<file path="src/rtl/dlx_pkg.sv">
`default_nettype none
// +----------------------------------------------------------------------+
// | Module      : dlx_pkg                                                |
// | Description : DLX opcode constants, IF/ID defaults and the decode    |
// |               control bundle shared by decoder and IF/ID stage.      |
// | Revision    : 1.0 - initial release                                  |
// +----------------------------------------------------------------------+
package dlx_pkg;

  // Primary opcodes (instr[31:26])
  localparam logic [5:0] c_OP_RTYPE = 6'h00;
  localparam logic [5:0] c_OP_J     = 6'h02;
  localparam logic [5:0] c_OP_JAL   = 6'h03;
  localparam logic [5:0] c_OP_BEQZ  = 6'h04;
  localparam logic [5:0] c_OP_BNEZ  = 6'h05;
  localparam logic [5:0] c_OP_JR    = 6'h12;
  localparam logic [5:0] c_OP_JALR  = 6'h13;
  localparam logic [5:0] c_OP_ANDI  = 6'h0c;
  localparam logic [5:0] c_OP_XORI  = 6'h0e;

  // Defaults for the IF/ID stage
  localparam logic [31:0] c_NOP_INSTR = 32'h0000_0000;
  localparam logic [4:0]  c_LINK_REG  = 5'd31;

  // Decode control bundle; rd_rs1/rd_rs2 flag which operands the
  // instruction actually reads (used only by the load-use interlock).
  typedef struct packed {
    logic beqz;
    logic bnez;
    logic jump;
    logic jump_reg;
    logic mem_read;
    logic mem_write;
    logic reg_write;
    logic rd_rs1;
    logic rd_rs2;
  } dec_ctrl_t;

  function automatic logic is_load(input logic [5:0] op);
    return (op == 6'h20) || (op == 6'h21) || (op == 6'h23) ||
           (op == 6'h24) || (op == 6'h25);
  endfunction

  function automatic logic is_store(input logic [5:0] op);
    return (op == 6'h28) || (op == 6'h29) || (op == 6'h2b);
  endfunction

  // I-type ALU ops that write rd: ADDI..LHI and shift/set-immediate group
  function automatic logic is_alu_imm(input logic [5:0] op);
    return ((op >= 6'h08) && (op <= 6'h0f)) || ((op >= 6'h14) && (op <= 6'h1d));
  endfunction

endpackage
`default_nettype wire

</file>
<file path="src/rtl/dlx_decoder.sv">
`default_nettype none
// +----------------------------------------------------------------------+
// | Module      : dlx_decoder                                            |
// | Description : Purely combinational DLX decode: controls, register    |
// |               addresses, destination and extended immediate.         |
// | Revision    : 1.0 - initial release                                  |
// +----------------------------------------------------------------------+
module dlx_decoder
  import dlx_pkg::*;
#(
  parameter int          XLEN     = 32,
  parameter logic [4:0]  LINK_REG = c_LINK_REG
) (
  input  logic [31:0]     i_instr,
  output dec_ctrl_t       o_ctrl,
  output logic [4:0]      o_rs1,
  output logic [4:0]      o_rs2,
  output logic [4:0]      o_rd,
  output logic [25:0]     o_value,
  output logic [XLEN-1:0] o_ext_imm
);

  logic [5:0] w_op;
  logic       w_writes;

  assign w_op    = i_instr[31:26];
  assign o_rs1   = i_instr[25:21];
  assign o_rs2   = i_instr[20:16];
  assign o_value = i_instr[25:0];

  // Logical immediates are zero-extended; everything else sign-extends.
  assign o_ext_imm = ((w_op >= c_OP_ANDI) && (w_op <= c_OP_XORI))
                   ? {{(XLEN-16){1'b0}}, i_instr[15:0]}
                   : {{(XLEN-16){i_instr[15]}}, i_instr[15:0]};

  // Opcode -> control bundle and destination register selection
  always_comb begin
    o_ctrl   = '0;
    o_rd     = i_instr[20:16];
    w_writes = 1'b0;
    case (w_op)
      c_OP_RTYPE: begin
        o_rd          = i_instr[15:11];
        w_writes      = 1'b1;
        o_ctrl.rd_rs1 = 1'b1;
        o_ctrl.rd_rs2 = 1'b1;
      end
      c_OP_J: begin
        o_ctrl.jump = 1'b1;
      end
      c_OP_JAL: begin
        o_ctrl.jump = 1'b1;
        o_rd        = LINK_REG;
        w_writes    = 1'b1;
      end
      c_OP_BEQZ: begin
        o_ctrl.beqz   = 1'b1;
        o_ctrl.rd_rs1 = 1'b1;
      end
      c_OP_BNEZ: begin
        o_ctrl.bnez   = 1'b1;
        o_ctrl.rd_rs1 = 1'b1;
      end
      c_OP_JR: begin
        o_ctrl.jump     = 1'b1;
        o_ctrl.jump_reg = 1'b1;
        o_ctrl.rd_rs1   = 1'b1;
      end
      c_OP_JALR: begin
        o_ctrl.jump     = 1'b1;
        o_ctrl.jump_reg = 1'b1;
        o_ctrl.rd_rs1   = 1'b1;
        o_rd            = LINK_REG;
        w_writes        = 1'b1;
      end
      default: begin
        o_ctrl.rd_rs1 = 1'b1;
        if (is_load(w_op)) begin
          o_ctrl.mem_read = 1'b1;
          w_writes        = 1'b1;
        end else if (is_store(w_op)) begin
          o_ctrl.mem_write = 1'b1;
          o_ctrl.rd_rs2    = 1'b1;
        end else if (is_alu_imm(w_op)) begin
          w_writes = 1'b1;
        end
      end
    endcase
    // Writes to r0 are discarded, so they are not reported as writes.
    o_ctrl.reg_write = w_writes && (o_rd != 5'd0);
  end

endmodule
`default_nettype wire

</file>
<file path="src/rtl/if_id_decode.sv">
`default_nettype none
// +----------------------------------------------------------------------+
// | Module      : if_id_decode                                           |
// | Description : IF/ID pipeline register with DLX decode, load-use      |
// |               interlock and wrong-path squash after a redirect.      |
// | Revision    : 1.0 - initial release                                  |
// +----------------------------------------------------------------------+
module if_id_decode
  import dlx_pkg::*;
#(
  parameter int          XLEN      = 32,
  parameter logic [31:0] NOP_INSTR = c_NOP_INSTR,
  parameter logic [4:0]  LINK_REG  = c_LINK_REG
) (
  input  logic            clk,
  input  logic            reset,
  input  logic [31:0]     if_instr,
  input  logic [XLEN-1:0] if_pc_plus4,
  input  logic            zero_flag,
  output logic            id_valid,
  output logic [31:0]     id_instr,
  output logic [XLEN-1:0] id_pc_plus4,
  output logic [4:0]      rs1_addr,
  output logic [4:0]      rs2_addr,
  output logic [4:0]      rd_addr,
  output logic            beqz,
  output logic            bnez,
  output logic            jump,
  output logic            jump_reg,
  output logic [25:0]     value,
  output logic [XLEN-1:0] extended_imm,
  output logic            mem_read,
  output logic            mem_write,
  output logic            reg_write,
  output logic            pc_stall,
  output logic            ex_bubble
);

  logic            r_valid;
  logic [31:0]     r_instr;
  logic [XLEN-1:0] r_pc_plus4;
  logic            r_ex_load_valid;
  logic [4:0]      r_ex_load_rd;

  dec_ctrl_t       w_ctrl;
  logic            w_stall;
  logic            w_gate;
  logic            w_redirect;

  dlx_decoder #(
    .XLEN     (XLEN),
    .LINK_REG (LINK_REG)
  ) u_dec (
    .i_instr   (r_instr),
    .o_ctrl    (w_ctrl),
    .o_rs1     (rs1_addr),
    .o_rs2     (rs2_addr),
    .o_rd      (rd_addr),
    .o_value   (value),
    .o_ext_imm (extended_imm)
  );

  // A load in EX whose destination feeds an operand ID reads forces one
  // bubble; the bubble clears r_ex_load_valid so the hazard cannot repeat.
  assign w_stall = r_ex_load_valid && (r_ex_load_rd != 5'd0) &&
                   ((w_ctrl.rd_rs1 && (rs1_addr == r_ex_load_rd)) ||
                    (w_ctrl.rd_rs2 && (rs2_addr == r_ex_load_rd)));

  assign w_gate     = r_valid && !w_stall;
  assign beqz       = w_gate && w_ctrl.beqz;
  assign bnez       = w_gate && w_ctrl.bnez;
  assign jump       = w_gate && w_ctrl.jump;
  assign jump_reg   = w_gate && w_ctrl.jump_reg;
  assign mem_read   = w_gate && w_ctrl.mem_read;
  assign mem_write  = w_gate && w_ctrl.mem_write;
  assign reg_write  = w_gate && w_ctrl.reg_write;
  assign pc_stall   = w_stall;
  assign ex_bubble  = w_stall;

  // Controls are already gated, so a stalled or flushed slot never redirects.
  assign w_redirect = jump || (beqz && zero_flag) || (bnez && !zero_flag);

  assign id_valid    = r_valid;
  assign id_instr    = r_instr;
  assign id_pc_plus4 = r_pc_plus4;

  // IF/ID register: hold on stall, squash on redirect, else capture fetch
  always_ff @(posedge clk or posedge reset) begin
    if (reset) begin
      r_valid    <= 1'b0;
      r_instr    <= NOP_INSTR;
      r_pc_plus4 <= '0;
    end else if (w_stall) begin
      r_valid    <= r_valid;
    end else if (w_redirect) begin
      r_valid    <= 1'b0;
      r_instr    <= NOP_INSTR;
    end else begin
      r_valid    <= 1'b1;
      r_instr    <= if_instr;
      r_pc_plus4 <= if_pc_plus4;
    end
  end

  // Track the load entering EX; a bubble enters EX during a stall
  always_ff @(posedge clk or posedge reset) begin
    if (reset) begin
      r_ex_load_valid <= 1'b0;
      r_ex_load_rd    <= 5'd0;
    end else if (w_stall) begin
      r_ex_load_valid <= 1'b0;
    end else begin
      r_ex_load_valid <= mem_read;
      r_ex_load_rd    <= rd_addr;
    end
  end

endmodule
`default_nettype wire

</file>
<file path="config.mk">
export PLATFORM = sky130hd
export DESIGN_NAME = if_id_decode
export DESIGN_NICKNAME = d
export VERILOG_FILES = /design/src/rtl/dlx_pkg.sv /design/src/rtl/dlx_decoder.sv /design/src/rtl/if_id_decode.sv
export SDC_FILE = /design/constraint.sdc
export NUM_CORES = 1
export LEC_CHECK = 0
export BUFFER_PORTS_ARGS = -buffer_cell sky130_fd_sc_hd__buf_2
export CAP_MARGIN = 25
export CORE_UTILIZATION = 30
export DETAILED_ROUTE_END_ITERATION = 10
export HOLD_SLACK_MARGIN = 0.1
export REMOVE_ABC_BUFFERS = 1
export SLEW_MARGIN = 20
export SYNTH_ARGS = -nofsm -noshare
export SYNTH_HDL_FRONTEND = slang
export SYNTH_HIERARCHICAL = 1
export SYNTH_SLANG_ARGS = --single-unit
</file>
<file path="constraint.sdc">
create_clock -name clk -period 7 [get_ports clk]
set_input_delay 1.75 -clock clk [delete_from_list [all_inputs] [get_ports clk]]
set_output_delay 1.75 -clock clk [all_outputs]
set_load 0.02 [all_outputs]
</file>
# Word level (Yosys, flattened, before mapping)
# Cells that the tools add are included.
[word_totals]
register_bits = 71
latch_bits = 0
ram_bits = 0
romBits = 0
inputBits = 67
out_inout_bits = 147
word_cells = 90
n_memories = 0
[classes]
addsub = 0
n_mul = 0
n_div = 0
magnitude_cmp = 6
n_eq_ne = 16
shifts = 0
n_mux = 19
bitwise = 2
n_reduce_logical = 42
[ops]
columns = ["op", "count"]
rows = [
  ["$mux 32", 2],
  ["$eq 6x6->1 const B", 8],
  ["$logic_and 1x1->1", 18],
  ["$mux 1", 13],
  ["$eq 6x2->1 const B", 2],
  ["$eq 6x3->1 const B", 2],
  ["$eq 6x5->1 const B", 2],
  ["$ge 6x4->1 const B", 2],
  ["$le 6x4->1 const B", 2],
  ["$eq 5x5->1", 2],
  ["$logic_or 1x1->1", 10],
  ["$pmux 5 s2", 1],
  ["$reduce_bool 5->1", 2],
  ["$reduce_or 4->1", 2],
  ["$reduce_or 7->1", 1],
  ["$ge 6x5->1 const B", 1],
  ["$le 6x5->1 const B", 1],
  ["$logic_not 6->1", 1],
  ["$reduce_or 2->1", 3],
  ["$reduce_or 6->1", 1],
  ["$pmux 1 s2", 2],
  ["$reduce_or 3->1", 1],
  ["$logic_not 1->1", 2],
  ["$mux 2", 1],
  ["other kinds (2)", 3],
]

# Depth between registers and ports, before layout
[depth]
word_depth = 18
ltp_mapped = 11
ltp_nobuf = 7

# Modules after synthesis
# The synthesis kept the hierarchy.
[modules_own_cells]
columns = ["module", "n_inst", "cells_per_inst", "area_per_inst_um2", "seq_area_each_um2"]
rows = [
  ["if_id_decode", 1, 249, 3093.0, 1776.7],
  ["dlx_decoder", 1, 115, 837.1, 0.0],
]

# Worst setup path before layout
# No wires, ideal clock.
[synth_path]
kind = "reg-to-output"
from = "reg r_instr[28], in the netlist id_instr[28]"
to = "out pc_stall"
t_arrival_ns = 2.051
slack_ns = 3.199
path_stages_with_launch = 11
path_buffers = 3
path_cell_list = "dfrtp_1 nand4bb_1 a21oi_1 a31o_1 nand2_1 o22ai_1 nand2_1 buf_4 buf_6 inv_1 buf_4"
[synth_rtl]
columns = ["element", "line_no", "rtl"]
rows = [
  ["start, declared", "if_id_decode.sv:40", "logic [31:0] r_instr;"],
  ["start signal, assigned", "if_id_decode.sv:100", "r_instr <= if_instr;"],
  ["end, declared", "if_id_decode.sv:35", "output logic pc_stall,"],
]

==> results.py <==
metrics = {
    "status": {
        "status": "finished clean",
    },
    "yosys": {
        "yosysWarnings": 6,
        "postSynthCellCount": 364,
        "ys.flop_type": "dfrtp_1",
        "ys_seq_area_share_pct": 45.21,
        "ys_ff_latch": 71,
        "yosysUniqueCellTypes": 37,
        "synth_edf_count": 0,
        "syn_area_um2": 3930,
        "async_reset_ff_share_pct": 100.0,
        "avgSynthCellArea_um2": 10.80,
    },
    "job": {
        "drv_cap": 0,
    },
    "drt": {
        "vias_per_cell": 4.327,
        "detail_route.wl_per_cell_um": 13.22,
        "route.detailed.drc": 0,
        "ant_nets": 0,
        "vias": 2964,
        "finalWirelength_um": 9058,
        "drt_iter0_markers": 57,
        "firstDrtPassIters": 4,
    },
    "power": {
        "max-vdd-ir-drop_mv": 0.1166,
        "cellLeakagePower_nw": 2.894,
        "power.density_nw_per_um2": 243.7,
    },
    "clock_tree": {
        "clock_latency_ns": 0.33,
        "cts_resized": 0,
        "cts_buffers": 9,
        "htreeDepth": 3,
        "cts_buffer_depth": 2,
        "cts.sinks": 71,
        "cts_hold_buffers": 0,
        "clk_pin_slew_worst_paths_ns": 0.05,
        "postCtsSetupBuffers": 0,
        "cts_tree": "done",
        "cts-root-buf": "clkbuf_16",
    },
    "setup_path": {
        "cp-end-kind": "output pin",
        "slowest_stage": "dfrtp_1",
        "crit_type": "reg2out",
        "path_cells": "nand4bb_1 > a21oi_1 > a31o_1 > nand2_1 > o22ai_1 > nand2_2 > buf_4 > and3_1 > buf_2",
        "critPathMaxStageDelay_ns": 0.58,
        "r2r_slack_ns": 3.76,
        "required_ns": 5.25,
        "crit_path_max_fanout": 31,
        "startpoint_type": "flip-flop",
        "arrival_ns": 2.93,
    },
    "cells_and_area": {
        "area_delta_synth_final_pct": 25.53,
        "final_core_util_pct": 38.94,
        "antennaDiodeCount": 0,
        "nNetsFinal": 576,
        "drive_above_1_share_pct": 53.80,
        "fin_cells": 685,
        "fillers": 1275,
    },
    "floorplanning": {
        "coreArea_um2": 12670,
        "dieHeight_um": 116.5,
        "fp.dieW_um": 116.5,
        "rows": 41,
        "die_area_um2": 13560,
        "floorplan.initialDensity_pct": 31.02,
        "io_pins": 214,
    },
    "timing": {
        "setup_viol": 0,
        "fmax_mhz": 213.5,
        "tightest_slew_ns": 0.9557,
        "hold_viol": 0,
        "rsz0062_at_grt": "false",
        "fin_tns_setup_ns": 0,
        "layout_min_cycle_time_ns": 4.684,
        "fin_crit_sh_pct": 66.91,
        "hold_ws_ns": 0.4823,
        "setup_ws_ns": 2.316,
        "clock_skew_ns": 0.006500,
        "relSlewSlack_pct": 36.04,
        "slew_viol_final": 0,
    },
    "global_routing": {
        "antenna_found_initial": 1,
        "grtUsageTotal_pct": 13.58,
        "first_global_vias": 2788,
        "grt_pass1_wl_um": 13810,
        "grt-ovfl-total": 0,
        "grt_max_degree": 72,
    },
    "place": {
        "dpl.hpwl_um": 6426,
        "dp.cells": 668,
        "port_buffers": 213,
        "gp_congestion": 0.7410,
        "dpl_worst_slack_ns": 2.514,
    },
    "min_path": {
        "hp-class": "reg2reg",
    },
}
==> cell usage after synthesis, types with 2 or more instances <==
cell       n  area (um^2)
buf_4     69        518.0
nand4_1    2        12.51
a21o_1     2        15.01
inv_1     35        131.4
clkbuf_1   4        15.01
nor4_1     2        12.51
mux2i_1   37        370.4
nor2_4     2        22.52
buf_6      8        90.09
dfrtp_1   71         1777
mux2_1     2        22.52
buf_2      2        10.01
o21a_1     2        15.01
or4_1      3        22.52
mux2_2    38        427.9
nor2_1     3        11.26
xnor2_1   10        87.58
nand2_1   45        168.9
and3_1     8        50.05
nor3_1     2        10.01
==> area by class of cell <==
| cell class | count | area (um^2) | area share, % |
|---|---|---|---|
| multi-input combinational | 175 | 1403 | 28.43 |
| clock buffer | 15 | 277.8 | 5.630 |
| inverter | 35 | 132.6 | 2.688 |
| tap | 172 | 215.2 | 4.362 |
| sequential | 71 | 1777 | 36.01 |
| timing repair buffer | 217 | 1129 | 22.88 |
==> critical path: cells and delay by family (launching register included) <==
| kind | cells | cell delay [ns] |
|---|---|---|
| buf+inv | 2 | 0.56 |
| flops | 1 | 0.58 |
| simple gates | 4 | 0.84 |
| compound gates | 3 | 0.60 |
==> per-stage QoR <==
stage	instance area (um^2)	power [W]
after floorplan	3297	0.0006640
after global placement	4608	0.0007738
after detailed placement	4608	0.0007779
after CTS	4886	0.001222
after global routing	4933	0.001273
final	4933	0.001202
==> final timing paths <==
check,startpoint,cells after the start,endpoint
setup / recovery,id_instr[29]$_DFFE_PP0N_,9,reg_write
hold reg to reg,id_pc_plus4[25]$_DFFE_PP0P_,1,id_pc_plus4[25]$_DFFE_PP0P_
setup reg to reg,id_instr[31]$_DFFE_PP0N_,8,id_pc_plus4[11]$_DFFE_PP0P_
min in group asynchronous,reset,3,id_pc_plus4[26]$_DFFE_PP0P_
hold / removal,id_pc_plus4[25]$_DFFE_PP0P_,1,id_pc_plus4[25]$_DFFE_PP0P_
max in group asynchronous,reset,4,id_instr[24]$_DFFE_PP0N_
==> logic make-up (layout without fill, tap and decap cells) <==
family / Yosys count / count (layout) / share of synthesized area, %
AOI/OAI and AO/OA: 12 / 12 / 2.642
xor gates and xnor gates: 10 / 10 / 2.228
buffers and inverters: 118 / 267 / 19.45
DFF: 71 / 71 / 45.21
muxes: 77 / 77 / 20.89
and+or+nand+nor: 76 / 76 / 9.583
==> cell usage in the layout, fill, tap and decap left out, types with 2 or more instances in the layout <==
cell       instances
a21o_1             2
and3_1             8
buf_2            213
buf_4              2
clkbuf_1           3
clkbuf_16          9
clkbuf_8           3
dfrtp_1           71
inv_1             34
mux2_1             2
mux2_2            38
mux2i_1           37
nand2_1           44
nand4_1            2
nor2_1             3
nor2_4             2
nor3_1             2
nor4_1             2
o21a_1             2
or4_1              3
xnor2_1           10
==> state kept, by name, summed over array words and instances (netlist names) <==
name / flops
id_valid: 1
id_pc_plus4: 32
r_ex_load_valid: 1
id_instr: 32
r_ex_load_rd: 5
==> power breakdown <==
part / switching [W] / total (W) / leakage (nW) / internal [W]
combinational: 0.000172 / 0.000285 / 1.92 / 0.000113
clock: 0.000164 / 0.000431 / 0.136 / 0.000267
sequential: 0.0000402 / 0.000486 / 0.834 / 0.000446
==> routing by layer <==
layer  vias up  global-route usage, %  wire length (um)
met1      1405                  15.72              3790
met4         2                  6.410               152
met5         -                      0                11
met2       136                  22.49              4381
met3        13                  4.722               723
li1       1408                      -                 -
Note: power is estimated with default switching activity, not from simulation.
